--- config.mk ---
export PLATFORM = sky130hd
export DESIGN_NAME = mem_port_arbiter
export DESIGN_NICKNAME = d
export VERILOG_FILES = /design/src/rtl/mem_port_arbiter.sv
export SDC_FILE = /design/constraint.sdc
export NUM_CORES = 1
export LEC_CHECK = 0
export ABC_AREA = 1
export CAP_MARGIN = 20
export CORE_MARGIN = 3
export CORE_UTILIZATION = 44
export CTS_BUF_LIST = sky130_fd_sc_hd__clkbuf_8
export DETAILED_ROUTE_END_ITERATION = 10
export GPL_TIMING_DRIVEN = 0
export PLACE_DENSITY = 0.86
export SLEW_MARGIN = 20
export SYNTH_ARGS = -nofsm -noshare
export SYNTH_HDL_FRONTEND = slang
export SYNTH_SLANG_ARGS = --single-unit
--- constraint.sdc ---
create_clock -name clk_i -period 2.2 [get_ports clk_i]
set_clock_uncertainty 0.05 [all_clocks]
set_input_delay 0.22 -clock clk_i [delete_from_list [all_inputs] [get_ports clk_i]]
set_output_delay 0.22 -clock clk_i [all_outputs]
set_load 0.02 [all_outputs]
--- src/rtl/mem_port_arbiter.sv ---
// mem_port_arbiter
// Arbitrates a shared single-port memory between the instruction-fetch port
// and the data port of a small in-order pipeline. One access is in flight at
// a time; the memory command is held stable until mem_ready_i, and the
// matching requester gets a one-cycle ack with the captured read data.
// A fetch cancelled by if_flush_i still completes on the memory side, but
// its data is dropped. A wait counter guards against a memory that never
// answers. When it trips, the access is abandoned and the sticky fault flag
// is raised.
//
// Ports:
//   clk_i, rst_i                  clock, asynchronous active-low reset
//   if_req_i/if_addr_i/if_flush_i fetch request, byte address, cancel
//   if_ack_o/if_rdata_o           fetch completion pulse and instruction
//   dm_req_i/dm_we_i/dm_addr_i/dm_wdata_i  data request (load/store)
//   dm_ack_o/dm_rdata_o           data completion pulse and load data
//   mem_req_o/mem_we_o/mem_addr_o/mem_wdata_o  memory command (registered)
//   mem_rdata_i/mem_ready_i       memory response
//   stall_o                       combinational pipeline freeze
//   fault_o                       sticky timeout flag

module mem_port_arbiter #(
   parameter int unsigned TIMEOUT     = 255,
   parameter int unsigned DM_PRIORITY = 1
) (
   input  logic        clk_i,
   input  logic        rst_i,
   input  logic        if_req_i,
   input  logic [31:0] if_addr_i,
   input  logic        if_flush_i,
   output logic        if_ack_o,
   output logic [31:0] if_rdata_o,
   input  logic        dm_req_i,
   input  logic        dm_we_i,
   input  logic [31:0] dm_addr_i,
   input  logic [31:0] dm_wdata_i,
   output logic        dm_ack_o,
   output logic [31:0] dm_rdata_o,
   output logic        mem_req_o,
   output logic        mem_we_o,
   output logic [31:0] mem_addr_o,
   output logic [31:0] mem_wdata_o,
   input  logic [31:0] mem_rdata_i,
   input  logic        mem_ready_i,
   output logic        stall_o,
   output logic        fault_o
);

   typedef enum logic [1:0] {
      IDLE,
      IF_BUSY,
      IF_DROP,
      DM_BUSY
   } state_t;

   localparam logic [9:0] TIMEOUT_CNT = 10'(TIMEOUT);
   localparam bit         DM_FIRST    = (DM_PRIORITY != 0);

   state_t     state;
   logic [9:0] wait_cnt;
   logic [9:0] wait_inc;
   logic       timeout_hit;
   logic       if_vis;
   logic       dm_vis;
   logic       grant_if;
   logic       grant_dm;

   // A requester being acked this cycle still holds its level request;
   // masking it prevents an immediate duplicate grant. A flush also hides
   // a same-cycle fetch request.
   always_comb begin
      if_vis   = if_req_i & ~if_flush_i & ~if_ack_o;
      dm_vis   = dm_req_i & ~dm_ack_o;
      grant_dm = dm_vis & (DM_FIRST | ~if_vis);
      grant_if = if_vis & ~grant_dm;
   end

   // Saturating increment; the fault decision uses the incremented value so
   // that exactly TIMEOUT unanswered cycles trip it.
   always_comb begin
      wait_inc    = (wait_cnt == '1) ? wait_cnt : wait_cnt + 10'd1;
      timeout_hit = (wait_inc >= TIMEOUT_CNT);
   end

   assign stall_o = (if_req_i & ~if_ack_o) | (dm_req_i & ~dm_ack_o) | (state == IF_DROP);

   always_ff @(posedge clk_i or negedge rst_i) begin
      if (!rst_i) begin
         state       <= IDLE;
         wait_cnt    <= '0;
         mem_req_o   <= 1'b0;
         mem_we_o    <= 1'b0;
         mem_addr_o  <= '0;
         mem_wdata_o <= '0;
         if_ack_o    <= 1'b0;
         if_rdata_o  <= '0;
         dm_ack_o    <= 1'b0;
         dm_rdata_o  <= '0;
         fault_o     <= 1'b0;
      end else begin
         if_ack_o <= 1'b0;
         dm_ack_o <= 1'b0;
         case (state)
            IDLE: begin
               // mem_ready_i is deliberately not looked at here.
               if (grant_dm) begin
                  state       <= DM_BUSY;
                  mem_req_o   <= 1'b1;
                  mem_we_o    <= dm_we_i;
                  mem_addr_o  <= dm_addr_i;
                  mem_wdata_o <= dm_wdata_i;
                  wait_cnt    <= '0;
               end else if (grant_if) begin
                  state       <= IF_BUSY;
                  mem_req_o   <= 1'b1;
                  mem_we_o    <= 1'b0;
                  mem_addr_o  <= if_addr_i;
                  mem_wdata_o <= '0;
                  wait_cnt    <= '0;
               end
            end
            IF_BUSY, IF_DROP, DM_BUSY: begin
               if (mem_ready_i) begin
                  state     <= IDLE;
                  mem_req_o <= 1'b0;
                  // A flush landing on the completion cycle still cancels.
                  if (state == IF_BUSY && !if_flush_i) begin
                     if_ack_o   <= 1'b1;
                     if_rdata_o <= mem_rdata_i;
                  end
                  if (state == DM_BUSY) begin
                     dm_ack_o   <= 1'b1;
                     dm_rdata_o <= mem_we_o ? '0 : mem_rdata_i;
                  end
               end else begin
                  wait_cnt <= wait_inc;
                  if (timeout_hit) begin
                     fault_o   <= 1'b1;
                     state     <= IDLE;
                     mem_req_o <= 1'b0;
                  end else if (state == IF_BUSY && if_flush_i) begin
                     state <= IF_DROP;
                  end
               end
            end
            default: state <= IDLE;
         endcase
      end
   end

endmodule

==> results.md <==
- Area after DPL: ~0.0091 mm^2
- Count of cell types in the netlist: 28
- Vias in the first global route: between 6000 and 7000
- Seq pwr share: 0.340
- DRT antenna net count: 0
- RSZ-0062 raised after global routing: no
- Switching Share: 0.401
- FMAX: roughly 500 MHz
- CTS root buf: clkbuf_8
- MaxCap Viol Count: 0
- Psw: around 5.4 mW
- Critical path class: register to primary output
- Syn avg cell area: 8.45 um^2
- N_diodes: 0
- Nets@finish: 1158
- Via density: roughly 5.0
- Yosys reg bits: around 150
- Post-route cell area: 0.00957 mm^2
- Wire per inst: 15.9 um
- Sequential share of the synthesized area: 0.585
- DP Wirelength: between 10000 and 15000 um
- DR iter-0 viols: 296
- Die area: 0.0156 mm^2
- GRT Residual Overflow: 0
- Mapped cell area: between 0.006 and 0.007 mm^2
- Max Slew Vio Count: 0
- CP Cell Sequence: nor2_2 > inv_2 > o211ai_1 > clkdlybuf4s15_2
- Crit. End Element: primary output
- # DRC: 0
- Period utilization: 0.917
- Power Internal: 8.02 mW
- FP Rows: 42
- CTS tree: built
- Hold Vio Cnt, Final: 0
- Peak supply drop: a little over 900 uV
- Antenna violations before repair: 0
- Cell count after synthesis: 734
- Critical Path RT: about 1900 ps
- Worst-path clk slew: 80 ps
- Layout area overhead: 54.2%
- Mapped Nets: just under 900
- Worst setup SP type: register
- Worst path slowest cell: dfrtp_1
- Die W: 125 um
- Clk Latency, worst-skew pair: 440 ps
- Pwr per Cell Area: roughly 1400 mW/mm^2
- Area share of the largest cell type after synthesis: 0.585
- Worst path arrival time: 1750 ps
- Routed via count: 6067
- Worst setup margin: about 180 ps
- Worst hold slack: between 200 and 300 ps
- Place WS: -269 ps
- Ys Warns: 0
- Slew headroom: 0.664
- DRT Pass-1 Iters: 5
- Global-route wire length before repair: ~32000 um
- Port bufs: roughly 270
- Core footprint: 0.0135 mm^2
- Starting Density: 0.459
- Clk buf depth: 2
- Setup violators final: 0
- Actual slew at the worst max-slew pin: ~500 ps
- Drt total wl: about 19000 um
- Cell leakage power: around 4.4 nW
- Largest area contributor in the netlist: dfrtp_1
- I/O pin total: ~270
- Worst path max stage delay: around 390 ps
- Outcome: completed
- Top post-synthesis cells by area: dfrtp_1, nand2_1, nand3_1
- TritonCTS buffer count: 17
- Final GP Congestion: roughly 0.9
- Clock sink total: about 150
- Comb power frac: 0.496
- Largest net degree at the start of global routing: 86
- CP Max Fanout: 16
- GR Util All Layers: 0.251
- Layout cell share with drive strength beyond 1: 0.0658
- Height of the die: roughly 120 um
- Hold Path Class: input pin to asynchronous set/reset pin
- Depth of the CTS H-tree: 4
- Clock share of power: 0.165
- Min cycle time layout: just over 2000 ps
cell families after synthesis:
logic type      count (synthesis)  share of synthesized area
compound gates                 80                     0.0720
xor+xnor                        2                    0.00282
fa+ha+maj                       1                    0.00202
buf+inv                        95                     0.0613
flops                         145                      0.585
simple gates                  411                      0.277
area by class of cell:
cell class              instances  area [um^2]
clock inverters                10          133
fillers                      1024         3940
clock buffers                  21          289
flip-flops and latches        145         3630
multi-input cells             494         2190
repair buffers                270         2730
inverters                      54          203
well taps                     176          220
plain buffers                  40          174
synthesized netlist by cell type:
library cell / n
buf_2: 13
or2_1: 1
nor3_2: 1
nand2_1: 279
inv_2: 3
o211ai_1: 1
nor2_2: 7
xor2_1: 2
nor2_1: 38
nand4_2: 1
nand3_1: 74
o21ai_0: 42
nor3_1: 2
nor2_4: 2
inv_1: 51
nand3_4: 1
clkbuf_1: 23
buf_4: 2
a31oi_1: 32
nand4_1: 2
buf_1: 3
nand3_2: 1
ha_1: 1
o21ai_2: 1
dfrtp_1: 145
o21ai_1: 3
a21oi_1: 1
nand2_2: 2
state kept, by name, summed over array words and instances, names as in the netlist, 2 cells and up:
register and count:
mem_wdata_o 32, if_rdata_o 32, mem_addr_o 32, wait_cnt 10
dm_rdata_o 32, state 2
cells in the final DEF, fill, tap and decap left out, types with 3 or more instances in the layout:
cell type | Yosys | layout
o21ai_1 | 3 | 3
buf_2 | 13 | 13
clkinvlp_4 | 0 | 3
clkdlybuf4s50_1 | 0 | 266
clkbuf_8 | 0 | 21
nand3_1 | 74 | 74
inv_2 | 3 | 3
nor2_2 | 7 | 7
dfrtp_1 | 145 | 145
inv_1 | 51 | 51
a31oi_1 | 32 | 32
bufinv_16 | 0 | 3
clkbuf_1 | 23 | 22
buf_1 | 3 | 3
nand2_1 | 279 | 279
o21ai_0 | 42 | 42
clkinv_2 | 0 | 4
nor2_1 | 38 | 38
timing repair:
item | 4_1_cts | 5_1_grt
hold buffers | 1 | 0
setup endpoints to repair | 1 | 0
resized for setup | 3 | 0
hold endpoints to repair | 60 | 0
setup buffers | 0 | 0
final timing paths:
path | slack (ps) | cells after the start | end | from
setup / recovery | 180 | 4 | stall_o | dm_ack_o$_DFF_PN0_
hold / removal | 250 | 2 | mem_addr_o[3]$_DFFE_PN0P_ | rst_i
setup reg to reg | 190 | 7 | state[0]$_DFFE_PN0P_ | dm_ack_o$_DFF_PN0_
hold reg to reg | 420 | 2 | if_rdata_o[18]$_DFFE_PN0P_ | if_rdata_o[18]$_DFFE_PN0P_
max in group asynchronous | 1100 | 3 | mem_wdata_o[6]$_DFFE_PN0P_ | rst_i
min in group clk_i | 280 | 3 | mem_wdata_o[5]$_DFFE_PN0P_ | dm_wdata_i[5]
power groups by stage:
| stage | Combinational (mW) | Sequential (mW) | Clock, mW |
|---|---|---|---|
| after floorplan | 1.83 | 5.98 | 0 |
| after global placement | 6.55 | 4.53 | 0 |
| after detailed placement | 6.67 | 4.56 | 0 |
| after CTS | 6.70 | 4.54 | 2.25 |
| after global routing | 7.16 | 4.69 | 2.36 |
| final | 6.64 | 4.55 | 2.21 |
metal layers:
| metal | up-vias | global-route usage | wire [um] |
|---|---|---|---|
| li1 | 2915 | - | - |
| met1 | 2917 | 0.308 | 7810 |
| met2 | 198 | 0.414 | 9590 |
| met3 | 37 | 0.0759 | 1270 |
| met4 | 0 | 0.104 | 603 |
| met5 | - | 0 | 0 |
critical path: cells and delay by family, from the launching register on:
| kind | cells | cell delay (ps) |
|---|---|---|
| DFF | 1 | 390 |
| buffers and inverters | 2 | 510 |
| AOI/OAI and AO/OA | 1 | 170 |
| and+or+nand+nor | 1 | 240 |
per-stage QoR:
step,cells,setup TNS [ps],power [mW],utilization
global placement,1178,-740570,11.1,0.674
detailed placement,1179,-352,11.2,0.677
finish,1210,0,13.4,0.708
floorplan,734,0,7.81,-
CTS,1210,0,13.5,0.708
global route,1210,0,14.2,0.708
(Power assumes the default switching activity.)
==> patch, RTL diff (config.mk and constraints unchanged) <==
Register the output `fault_o` once more; this adds one clock of latency there. The other outputs are not delayed to match.
--- a/src/rtl/mem_port_arbiter.sv
+++ b/src/rtl/mem_port_arbiter.sv
@@ -58,2 +58,4 @@
 
+   logic fault_s0;
+
    state_t     state;
@@ -98,3 +100,3 @@
          dm_rdata_o  <= '0;
-         fault_o     <= 1'b0;
+         fault_s0    <= 1'b0;
       end else begin
@@ -137,3 +139,3 @@
                   if (timeout_hit) begin
-                     fault_o   <= 1'b1;
+                     fault_s0  <= 1'b1;
                      state     <= IDLE;
@@ -150,2 +152,6 @@
 
+   always_ff @(posedge clk_i) begin
+      fault_o <= fault_s0;
+   end
+
 endmodule
Function: same outputs for any inputs over 4 cycles, from zero or initial values and one cycle with rst_i low; that may be too few to reach the edited logic, so the function may still have changed.
==> patch against the original RTL <==
- global-route usage is 0.37 points lower
- critical path type unchanged
- clock power is 11% lower
- critical path depth unchanged
- combinational power about the same
- design area fell by 0.31%
- non-clock buffer count unchanged
- wire length is 1.3% higher
- power fell by 1.3%
- highest routed layer unchanged
- first-iteration DRC count up 45%
- setup slack worse by 13 ps
- sequential cell count grew 1
- via count is 1.2% higher
- die area is 0.30% higher
- synthesized area increased by 0.32%
==> patch: results (changes against the original RTL) <==
- Via-per-instance ratio: 5.07 (+1.1%)
* Worst min-delay path class: input port to flip-flop
- The sequential area share after synthesis was 58.6% (+0.13 points).
* Clock buf/inv share: 3.91% (-0.50 points)
- Filler cell count: 1034 (+0.98%)
- The global-route wire length before repair was 31.1 mm (-1.7%).
- The total length of routed wires was 19.5 mm (+1.3%).
* Minimum setup slack after placement: -168 ps (+101 ps)
- WL met3: 1.38 mm (+8.5%)
- The final cell count without fillers was 1212 (+0.17%).
- The number of global-route vias before repair was 6062 (-2.5%).
* Total of flip-flops plus latches after synthesis: 146 (+0.69%)
- The total routing usage reported by global routing is 24.8% (-0.37 points).
* Global routing usage on met2: 39.4% (-2.0 points)
- Maximum number of pins on one net before global-route repair: 79 (-8.1%)
* P_leak: 4.40 nW (-0.24%)
* Layout cell share with drive strength beyond 1: 6.56% (-0.013 points)
- The length of routed met2 wiring came to 9.53 mm (-0.57%).
- Result of the run: complete, no violations
* Final GP Congestion: 0.877 (about the same)
- Gate count of the mapped netlist: 735 (+0.14%)
- The count of cells resized by post-cts repair came to 1 (-2).
- Commonest cells in the synthesized netlist: sky130_fd_sc_hd__nand2_1, sky130_fd_sc_hd__dfrtp_1, sky130_fd_sc_hd__nand3_1
- The compound-cell area share of the yosys netlist was 7.18% (-0.023 points).
* P&R area growth vs syn: 53.3%
- Worst slew margin: 60.8% (-5.5 points)
- Arithmetic-cell share of the synthesized area counting full adders, half adders and majority gates: 0.201% (-0.00065 points)
- Worst ir drop on vdd: 0.842 mV (-9.4%)
* Initial DRC Count: 429 (+45%)
- Post-Syn Nets: 871 (+0.11%)
* DRT Pass-1 Iters: 7 (+2)
- Area occupied by registers: 3650 um^2 (+0.55%)
* Depth of the CTS H-tree: 4 (unchanged)
* Delay contributed by the slowest stage of the critical path: 420 ps (+30 ps)
- The met1 layer usage reported by global route was 31.2% (+0.35 points).
* Met1 layer wirelength in the final routing: 7.80 mm (-0.14%)
* Critical path peak fanout: 16 (unchanged)
* Count of distinct cell types in the synthesized netlist: 29 (+3.6%)
- Postcts setup bufs: 0 (unchanged)
- The area occupied by multi-input gates came to 2190 um^2 (unchanged).
* Met3 Track Usage GR: 6.87% (-0.72 points)
* Fraction of area in non-clock buffers: 30.4% (+0.082 points)
- Placed wire-length estimate after detailed placement: 14.6 mm (+1.7%)
* Proportion of synthesized flip-flops having asynchronous set or reset: 99.3% (-0.68 points)
* Placed inst area: 9160 um^2 (+0.22%)
- Synth area leaders: sky130_fd_sc_hd__dfrtp_1, sky130_fd_sc_hd__nand2_1, sky130_fd_sc_hd__nand3_1
-- patch: changes by cell type in the layout (fill, tap and decap cells not counted), sizes merged, moves of 2 or more --
cell	change
clkbuf	-2
inv	+3
bufinv	-2
clkinv	+2
-- patch: final timing paths --
kind	start	end	slack [ps]	cells after the start
setup reg to reg	dm_ack_o$_DFF_PN0_	mem_wdata_o[14]$_DFFE_PN0P_	230	8
min in group asynchronous	rst_i	if_rdata_o[15]$_DFFE_PN0P_	280	2
setup / recovery	dm_ack_o$_DFF_PN0_	stall_o	170	4
hold / removal	dm_wdata_i[10]	mem_wdata_o[10]$_DFFE_PN0P_	270	3
hold reg to reg	fault_s0$_DFFE_PN0P_	fault_o$_DFF_P_	320	0
max in group asynchronous	rst_i	wait_cnt[2]$_DFFE_PN0P_	1070	3
-- patch: power by group --
part | switching [mW] | total [mW] | internal, mW
clock network | 1.02 | 1.97 | 0.949
logic | 3.73 | 6.65 | 2.92
registers | 0.704 | 4.60 | 3.90
